[config.mk]
export PLATFORM = sky130hd
export DESIGN_NAME = clk_glitch_monitor
export DESIGN_NICKNAME = d
export VERILOG_FILES = /design/src/rtl/clk_glitch_monitor.sv
export SDC_FILE = /design/constraint.sdc
export NUM_CORES = 1
export LEC_CHECK = 0
export CAP_MARGIN = 30
export CORE_ASPECT_RATIO = 1.4
export CORE_MARGIN = 2
export CORE_UTILIZATION = 25
export DETAILED_ROUTE_END_ITERATION = 10
export GPL_TIMING_DRIVEN = 1
export REMOVE_ABC_BUFFERS = 1
export SLEW_MARGIN = 40
export SYNTH_ARGS = -nofsm -noshare
export SYNTH_HDL_FRONTEND = slang
export SYNTH_SLANG_ARGS = --single-unit
export TNS_END_PERCENT = 30
[constraint.sdc]
create_clock -name clk -period 2.3 [get_ports clk]
set_input_delay 0.345 -clock clk [delete_from_list [all_inputs] [get_ports clk]]
set_output_delay 0.345 -clock clk [all_outputs]
set_load 0.01 [all_outputs]
[src/rtl/clk_glitch_monitor.sv]
// Oversampling checker for a monitored clock: pulse widths, runt pulses and stuck detection.
// Defining CLK_GLITCH_MONITOR_MINMAX_EN adds min_hi_width / min_lo_width tracking outputs.
module clk_glitch_monitor #(
    parameter int CNT_W       = 8,
    parameter int MIN_HIGH    = 2,
    parameter int MIN_LOW     = 2,
    parameter int SYNC_STAGES = 2,
    parameter int TIMEOUT     = 64
) (
    input  logic             clk,
    input  logic             rst,
    input  logic             mon_in,
    input  logic             en,
    input  logic             clr,
    output logic             glitch,
    output logic             glitch_sticky,
    output logic [7:0]       glitch_cnt,
    output logic             stuck,
    output logic [CNT_W-1:0] hi_width,
    output logic [CNT_W-1:0] lo_width,
    output logic             width_valid
`ifdef CLK_GLITCH_MONITOR_MINMAX_EN
    ,
    output logic [CNT_W-1:0] min_hi_width,
    output logic [CNT_W-1:0] min_lo_width
`endif
);
    localparam logic [CNT_W-1:0] CNT_MAX   = {CNT_W{1'b1}};
    localparam logic [CNT_W-1:0] CNT_ZERO  = {CNT_W{1'b0}};
    localparam logic [CNT_W-1:0] CNT_ONE   = {{(CNT_W-1){1'b0}}, 1'b1};
    localparam logic [CNT_W-1:0] TIMEOUT_V = CNT_W'(TIMEOUT);
    localparam logic [CNT_W-1:0] MIN_HI_V  = CNT_W'(MIN_HIGH);
    localparam logic [CNT_W-1:0] MIN_LO_V  = CNT_W'(MIN_LOW);

    typedef enum logic [1:0] {
        WAIT_EDGE = 2'd0,
        MEAS_HIGH = 2'd1,
        MEAS_LOW  = 2'd2
    } state_t;

    function automatic logic [CNT_W-1:0] sat_inc_w(input logic [CNT_W-1:0] v);
        return (v == CNT_MAX) ? v : v + CNT_ONE;
    endfunction

    function automatic logic [7:0] sat_inc_8(input logic [7:0] v);
        return (v == 8'hFF) ? v : v + 8'd1;
    endfunction

    logic [SYNC_STAGES-1:0] sync_r;
    logic                   s_d_r;
    logic                   s_s;
    logic                   edge_s;
    state_t                 state_r;
    logic [CNT_W-1:0]       cnt_r;
    logic                   glitch_r;
    logic                   glitch_sticky_r;
    logic [7:0]             glitch_cnt_r;
    logic                   stuck_r;
    logic [CNT_W-1:0]       hi_width_r;
    logic [CNT_W-1:0]       lo_width_r;
    logic                   width_valid_r;

    // Synchronized level and edge strobe
    always_comb begin
        s_s    = sync_r[SYNC_STAGES-1];
        edge_s = s_s ^ s_d_r;
    end

    // Synchronizer chain plus one delay flop; keeps running while en is low
    always_ff @(posedge clk) begin
        if (rst) begin
            sync_r <= {SYNC_STAGES{1'b0}};
            s_d_r  <= 1'b0;
        end else begin
            sync_r <= {sync_r[SYNC_STAGES-2:0], mon_in};
            s_d_r  <= s_s;
        end
    end

    // Measurement FSM, level counter and registered reporting outputs
    always_ff @(posedge clk) begin
        if (rst) begin
            state_r       <= WAIT_EDGE;
            cnt_r         <= CNT_ZERO;
            glitch_r      <= 1'b0;
            stuck_r       <= 1'b0;
            hi_width_r    <= CNT_ZERO;
            lo_width_r    <= CNT_ZERO;
            width_valid_r <= 1'b0;
        end else if (!en) begin
            state_r       <= WAIT_EDGE;
            cnt_r         <= CNT_ZERO;
            glitch_r      <= 1'b0;
            stuck_r       <= 1'b0;
            width_valid_r <= 1'b0;
        end else begin
            glitch_r      <= 1'b0;
            width_valid_r <= 1'b0;
            cnt_r         <= edge_s ? CNT_ONE : sat_inc_w(cnt_r);
            case (state_r)
                WAIT_EDGE: begin
                    stuck_r <= 1'b0;
                    if (edge_s) begin
                        state_r <= s_s ? MEAS_HIGH : MEAS_LOW;
                    end
                end
                MEAS_HIGH: begin
                    if (edge_s) begin
                        hi_width_r    <= cnt_r;
                        width_valid_r <= 1'b1;
                        glitch_r      <= (cnt_r < MIN_HI_V);
                        stuck_r       <= 1'b0;
                        state_r       <= MEAS_LOW;
                    end else if (cnt_r == TIMEOUT_V) begin
                        stuck_r <= 1'b1;
                    end
                end
                MEAS_LOW: begin
                    if (edge_s) begin
                        lo_width_r    <= cnt_r;
                        width_valid_r <= 1'b1;
                        glitch_r      <= (cnt_r < MIN_LO_V);
                        stuck_r       <= 1'b0;
                        state_r       <= MEAS_HIGH;
                    end else if (cnt_r == TIMEOUT_V) begin
                        stuck_r <= 1'b1;
                    end
                end
                default: begin
                    state_r <= WAIT_EDGE;
                    stuck_r <= 1'b0;
                end
            endcase
        end
    end

    // Glitch accounting follows the visible glitch pulse; a glitch beats a coincident clr
    always_ff @(posedge clk) begin
        if (rst) begin
            glitch_sticky_r <= 1'b0;
            glitch_cnt_r    <= 8'd0;
        end else if (glitch_r) begin
            glitch_sticky_r <= 1'b1;
            glitch_cnt_r    <= clr ? 8'd1 : sat_inc_8(glitch_cnt_r);
        end else if (clr) begin
            glitch_sticky_r <= 1'b0;
            glitch_cnt_r    <= 8'd0;
        end
    end

    assign glitch        = glitch_r;
    assign glitch_sticky = glitch_sticky_r;
    assign glitch_cnt    = glitch_cnt_r;
    assign stuck         = stuck_r;
    assign hi_width      = hi_width_r;
    assign lo_width      = lo_width_r;
    assign width_valid   = width_valid_r;

`ifdef CLK_GLITCH_MONITOR_MINMAX_EN
    logic             kind_hi_r;
    logic [CNT_W-1:0] min_hi_r;
    logic [CNT_W-1:0] min_lo_r;

    function automatic logic [CNT_W-1:0] min_w(input logic [CNT_W-1:0] a, input logic [CNT_W-1:0] b);
        return (b < a) ? b : a;
    endfunction

    // Remembers which width the current width_valid pulse refers to
    always_ff @(posedge clk) begin
        if (rst) begin
            kind_hi_r <= 1'b0;
        end else if (en && edge_s && (state_r == MEAS_HIGH)) begin
            kind_hi_r <= 1'b1;
        end else if (en && edge_s && (state_r == MEAS_LOW)) begin
            kind_hi_r <= 1'b0;
        end
    end

    // Running minimum widths; a fresh width beats a coincident clr
    always_ff @(posedge clk) begin
        if (rst) begin
            min_hi_r <= CNT_MAX;
            min_lo_r <= CNT_MAX;
        end else if (width_valid_r) begin
            if (kind_hi_r) begin
                min_hi_r <= clr ? hi_width_r : min_w(min_hi_r, hi_width_r);
                if (clr) begin
                    min_lo_r <= CNT_MAX;
                end
            end else begin
                min_lo_r <= clr ? lo_width_r : min_w(min_lo_r, lo_width_r);
                if (clr) begin
                    min_hi_r <= CNT_MAX;
                end
            end
        end else if (clr) begin
            min_hi_r <= CNT_MAX;
            min_lo_r <= CNT_MAX;
        end
    end

    assign min_hi_width = min_hi_r;
    assign min_lo_width = min_lo_r;
`endif

endmodule

---- Yosys cells after proc, flatten, opt, wreduce, memory -nomap -nowiden ----
Index checks and enable logic that the tools add are counted.
Widths: inputs -> output; s select.
cells by class
  add/sub/neg operators ................... 2
  $lt $le $gt $ge ......................... 1
  equal/unequal tests ..................... 10
  muxes and demuxes ....................... 14
  bitwise logic cells ..................... 4
  reductions and logical operators ........ 12
operators with widths
  operator             number
  $mux 8               4
  $add 8x1->8 const B  2
  $eq 8x8->1 const B   2
  $ne 2x2->1 const B   5
  $reduce_and 3->1     3
  $eq 8x7->1 const B   1
  $lt 8x2->1 const B   1
  $mux 2               4
  $reduce_or 4->1      2
  $pmux 2 s3           1
  $reduce_or 3->1      2
  $mux 1               5
  $reduce_or 2->1      2
  $not 1->1            3
  $eq 2x1->1 const B   1
  $eq 2x2->1 const B   1
  $logic_not 2->1      1
  $reduce_and 2->1     1
  $reduce_bool 2->1    1
  $xor 1x1->1          1
storage, ports and cells
  bits in registers ....................... 41
  bits of input ports ..................... 5
  output and inout port bits .............. 28
  word-level logic and storage cells ...... 55

---- Longest topological paths before layout ----
  word-level depth ........................ 4
  gate-level depth with buffers ........... 5
  gate-level depth less buffers ........... 5

---- Worst setup path after synthesis ----
OpenSTA, ideal clock, no wires.
  kind .................................... register -> register
  start point ............................. register glitch_cnt_r[0] (netlist: glitch_cnt[0])
  end point ............................... register glitch_cnt_r[6] (netlist: glitch_cnt[6])
  setup time .............................. 0.116 ns
  arrival time ............................ 1.505 ns
  data required time ...................... 2.184 ns
  slack ................................... 0.679 ns
  cell stages (with the launch flop) ...... 5
  buffers on the path ..................... 0
  period minus slack after synthesis ...... 1.621 ns
  cells stage by stage .................... dfxtp_1 > ha_1 > nand3_1 > or4b_2 > o211a_1
between the ends
  word-level cells in the longest chain between the ends .. 4
  elaborated cells between the ends (all ways) .. 7
  those cells by class .................... add/sub: 1; eq/ne: 2; mux: 3; reduce/logical: 1
RTL lines
  what                    line  text
  start, declared         57    logic [7:0] glitch_cnt_r;
  start signal, assigned  144   glitch_cnt_r <= clr ? 8'd1 : sat_inc_8(glitch_cnt_r);
  $add 8x1->8             46    return (v == 8'hFF) ? v : v + 8'd1;
  $mux 8                  46
  $mux 8                  144
  $mux 8                  142   end else if (glitch_r) begin
Parallel ways exist; a longest one is shown, timed or not. The select of a mux whose other input is x is not followed.
A chain may end at the register's enable or synchronous reset.

---- Final worst setup path ----
  start point ............................. register glitch_r (netlist: glitch)
  end point ............................... output port glitch
RTL lines
  what                    line  text
  start, declared         55    logic glitch_r;
  start signal, assigned  111   glitch_r <= (cnt_r < MIN_HI_V);
  start signal, assigned  122   glitch_r <= (cnt_r < MIN_LO_V);
  end, declared           15    output logic glitch,
No word-level cell between the ends.

==> summary.txt <==
Global routing
  • Largest net degree at the start of global routing: 21
  • Global-route wire length before repair: between 7 and 8 mm
  • Total gr overflow: 0
  • Overall Global Routing Usage: 0.107
  • Initial antenna violation count: 0
  • Vias in the first global route: 1,561

Worst setup path
  • FF-to-FF path depth: 3
  • CP Buf/Inv Count: 1
  • Critical path's slowest cell: clkdlybuf4s50_1
  • Crit-path cells: clkdlybuf4s50_1
  • Cell family contributing the most delay on the critical path: buffers and inverters
  • Reg-to-reg setup timing slack: slightly above 0.5 ns
  • CP max FO: 9
  • CP peak stage delay: 0.61 ns
  • Crit path kind: flop to output pin
  • Worst Setup End Kind: output pin
  • Worst r2r src: sync_r[1]$_SDFF_PP0_
  • Reg2reg end: hi_width[4]$_SDFFE_PP0P_
  • Worst setup SP type: flop
  • WP data required: ~2.0 ns
  • Data arrival, critical path: 1.44 ns

Power
  • P_int: 956 uW
  • Worst VDD drop: 0.000210 V
  • P_sw: 296 uW
  • Static leakage: 0.000903 uW
  • Clock power share: 0.370
  • Register share of total power: 0.577
  • Switching Fraction: 0.236
  • Power per cell area: between 500 and 600 mW/mm2
  • Comb power frac: 0.053

Floorplanning
  • Width of the die: 77.8 um
  • Core box area: 0.00736 mm2
  • # rows: 37
  • Die area: ~0.0083 mm2
  • Die Y: 107 um
  • Starting Density: 0.259
  • I/O pin cnt: 33

Synth
  • Top-area cell type share of the netlist area: 0.431
  • Top_reg_cell synth: dfxtp_1
  • YS warnings: 0
  • Register area share after synthesis: 0.431
  • Mean Syn Cell Area: a little under 10 um2
  • Cell variety after synth: 38
  • Number of synthesized flops with an enable pin: 0
  • Seq cells post-synth: 41
  • Async S/R FF share, synth: 0
  • Synthesized instance count: 198
  • Top cell type by total area after synthesis: dfxtp_1
  • Synthesized cell area: 0.00191 mm2
  • Ranking of synthesized cells by area: dfxtp_1 43%, mux2i_1 11%, nand2b_1 8.2%

Layout
  • Layout area overhead: 27.1%
  • Fin area: 0.00242 mm2
  • Fin util: 0.329
  • Layout cells sized above 1: 0.0726
  • # diodes: 0
  • Nets@finish: 244

CTS
  • Clk root buf: clkbuf_8
  • Num Clock Sinks: 41
  • Setup Buffers After CTS: 0
  • CTS tree: built
  • CTS H-tree depth: 2
  • # hold bufs at CTS: 0
  • Worst-path clk slew: 0.09 ns
  • Post-CTS sizing: 0
  • TritonCTS buffer count: 5
  • Clock Path Buffers: 2
  • Clk_lat worst skew: 0.29 ns

Timing
  • Final clock skew: roughly 0.013 ns
  • Worst setup margin: 0.518 ns
  • Post-route clock period utilization: 0.775
  • Worst slew pin tran: ~0.6 ns
  • RSZ-0062 raised after global routing: false
  • Final hold violations: 0
  • Final setup viols: 0
  • TNS Setup: 0 ns
  • Slew margin rel.: 0.611
  • Slew Viols, Final: 0
  • Fin crit period: 1.78 ns
  • FMAX: 0.561 GHz

Worst hold path
  • Hold path start: sync_r[0]$_SDFF_PP0_
  • Hold Path End: sync_r[1]$_SDFF_PP0_
  • Worst Hold Class: flop to flop
  • Hold path depth: 1

Flow run
  • Maxcap violations: 0

Detailed routing
  • Wire length per cell: roughly 13 um
  • Remaining antenna violation count: 0
  • Vias per cell: 4.76
  • Pre-antenna DRT Iters: 4
  • Via count: approximately 1,600
  • Post-route DRC: 0
  • Final WL: between 4 and 5 mm
  • Iteration-0 DRC Markers: 60

Status
  • Status: finished, final reports clean

Place
  • DP Worst Slack: 0.405 ns
  • Dpl hpwl: 3.19 mm
  • Buffers on Ports: 32
  • Dpl cell area: 0.00233 mm2
  • RD Place Congestion: 0.810
==> metal layers <==
metal / track usage / wire length (um)
met1: 0.112 / 1810
met4: 0.0548 / 88
met5: 0 / 0
met2: 0.191 / 2200
met3: 0.0319 / 171
==> cells in the mapped netlist (4+ instances only) <==
cell and instances:
inv_1 7, nand2_1 11, a211oi_1 4, nor3_1 4
nand4_1 5, ha_1 6, mux2i_1 20, nor2b_1 5
o211a_1 4, nor2_1 6, and3_1 5, nand2b_1 25
a21oi_1 10, clkbuf_1 5, nand3_1 7, dfxtp_1 41
==> registers in the layout, summed over array words and instances, names as in the netlist <==
name           cells
s_d_r              1
hi_width           8
glitch             1
glitch_sticky      1
width_valid        1
state_r            2
sync_r             2
glitch_cnt         8
stuck              1
cnt_r              8
lo_width           8
==> power groups by stage <==
stage | registers [uW] | clock network, uW | logic (uW)
final | 722 | 464 | 66.2
after detailed placement | 739 | 0 | 66.3
after global routing | 723 | 522 | 72.5
after floorplan | 737 | 0 | 36.9
after global placement | 739 | 0 | 66.2
after CTS | 722 | 489 | 66.8
==> logic make-up (layout without fill, tap and decap cells) <==
group | Yosys count | in the layout | share of synthesized area
AOI/OAI and AO/OA | 30 | 30 | 0.110
and+or+nand+nor | 85 | 85 | 0.269
adders and majority gates | 6 | 6 | 0.0394
buffers and inverters | 14 | 50 | 0.0322
DFF | 41 | 41 | 0.431
xor gates and xnor gates | 2 | 2 | 0.0131
muxes | 20 | 20 | 0.105
==> final cells by class <==
type                    count  area [um2]
well taps                  97         121
fillers                   752        4940
flip-flops and latches     41         821
clock inverters             3        17.5
inverters                   7        26.3
repair buffers             35         343
multi-input cells         143        1020
clock buffers               5        68.8
==> stage by stage <==
step | power, uW | cells | hold WS (ns)
6_report | 1250 | 331 | 0.452
3_5_place_dp | 805 | 323 | 0.428
4_1_cts | 1280 | 331 | 0.453
5_1_grt | 1320 | 331 | 0.487
2_1_floorplan | 774 | 191 | 0.414
3_3_place_gp | 805 | 323 | 0.432
==> worst max-delay path by stage <==
stage | startpoint | to | slack (ns) | cells past startpoint
floorplan | glitch_cnt[0]$_SDFFE_PP0P_ | glitch_cnt[6]$_SDFFE_PP0P_ | 0.68 | 4
global placement | rst | cnt_r[5]$_SDFFE_PP0P_ | 0.45 | 5
detailed placement | rst | cnt_r[7]$_SDFFE_PP0P_ | 0.41 | 4
CTS | sync_r[1]$_SDFF_PP0_ | hi_width[4]$_SDFFE_PP0P_ | 0.48 | 3
global route | sync_r[1]$_SDFF_PP0_ | hi_width[7]$_SDFFE_PP0P_ | 0.37 | 3
finish | glitch$_SDFF_PP0_ | glitch | 0.52 | 1
==> layout by cell type (no fill, tap or decap), types with 2 or more instances in the layout <==
cell type         n
a211oi_1          4
a21oi_1          10
a31oi_1           3
and3_1            5
and4_1            3
buf_4             3
clkbuf_8          5
clkdlybuf4s50_1  32
clkinv_2          2
dfxtp_1          41
ha_1              6
inv_1             7
mux2i_1          20
nand2_1          11
nand2b_1         25
nand3_1           7
nand4_1           5
nor2_1            6
nor2b_1           5
nor3_1            4
nor3b_1           2
nor4_1            2
o211a_1           4
o21ai_0           2
o221ai_1          2
or3_1             3
or3b_2            2
Note: power is estimated with default switching activity, not from simulation.
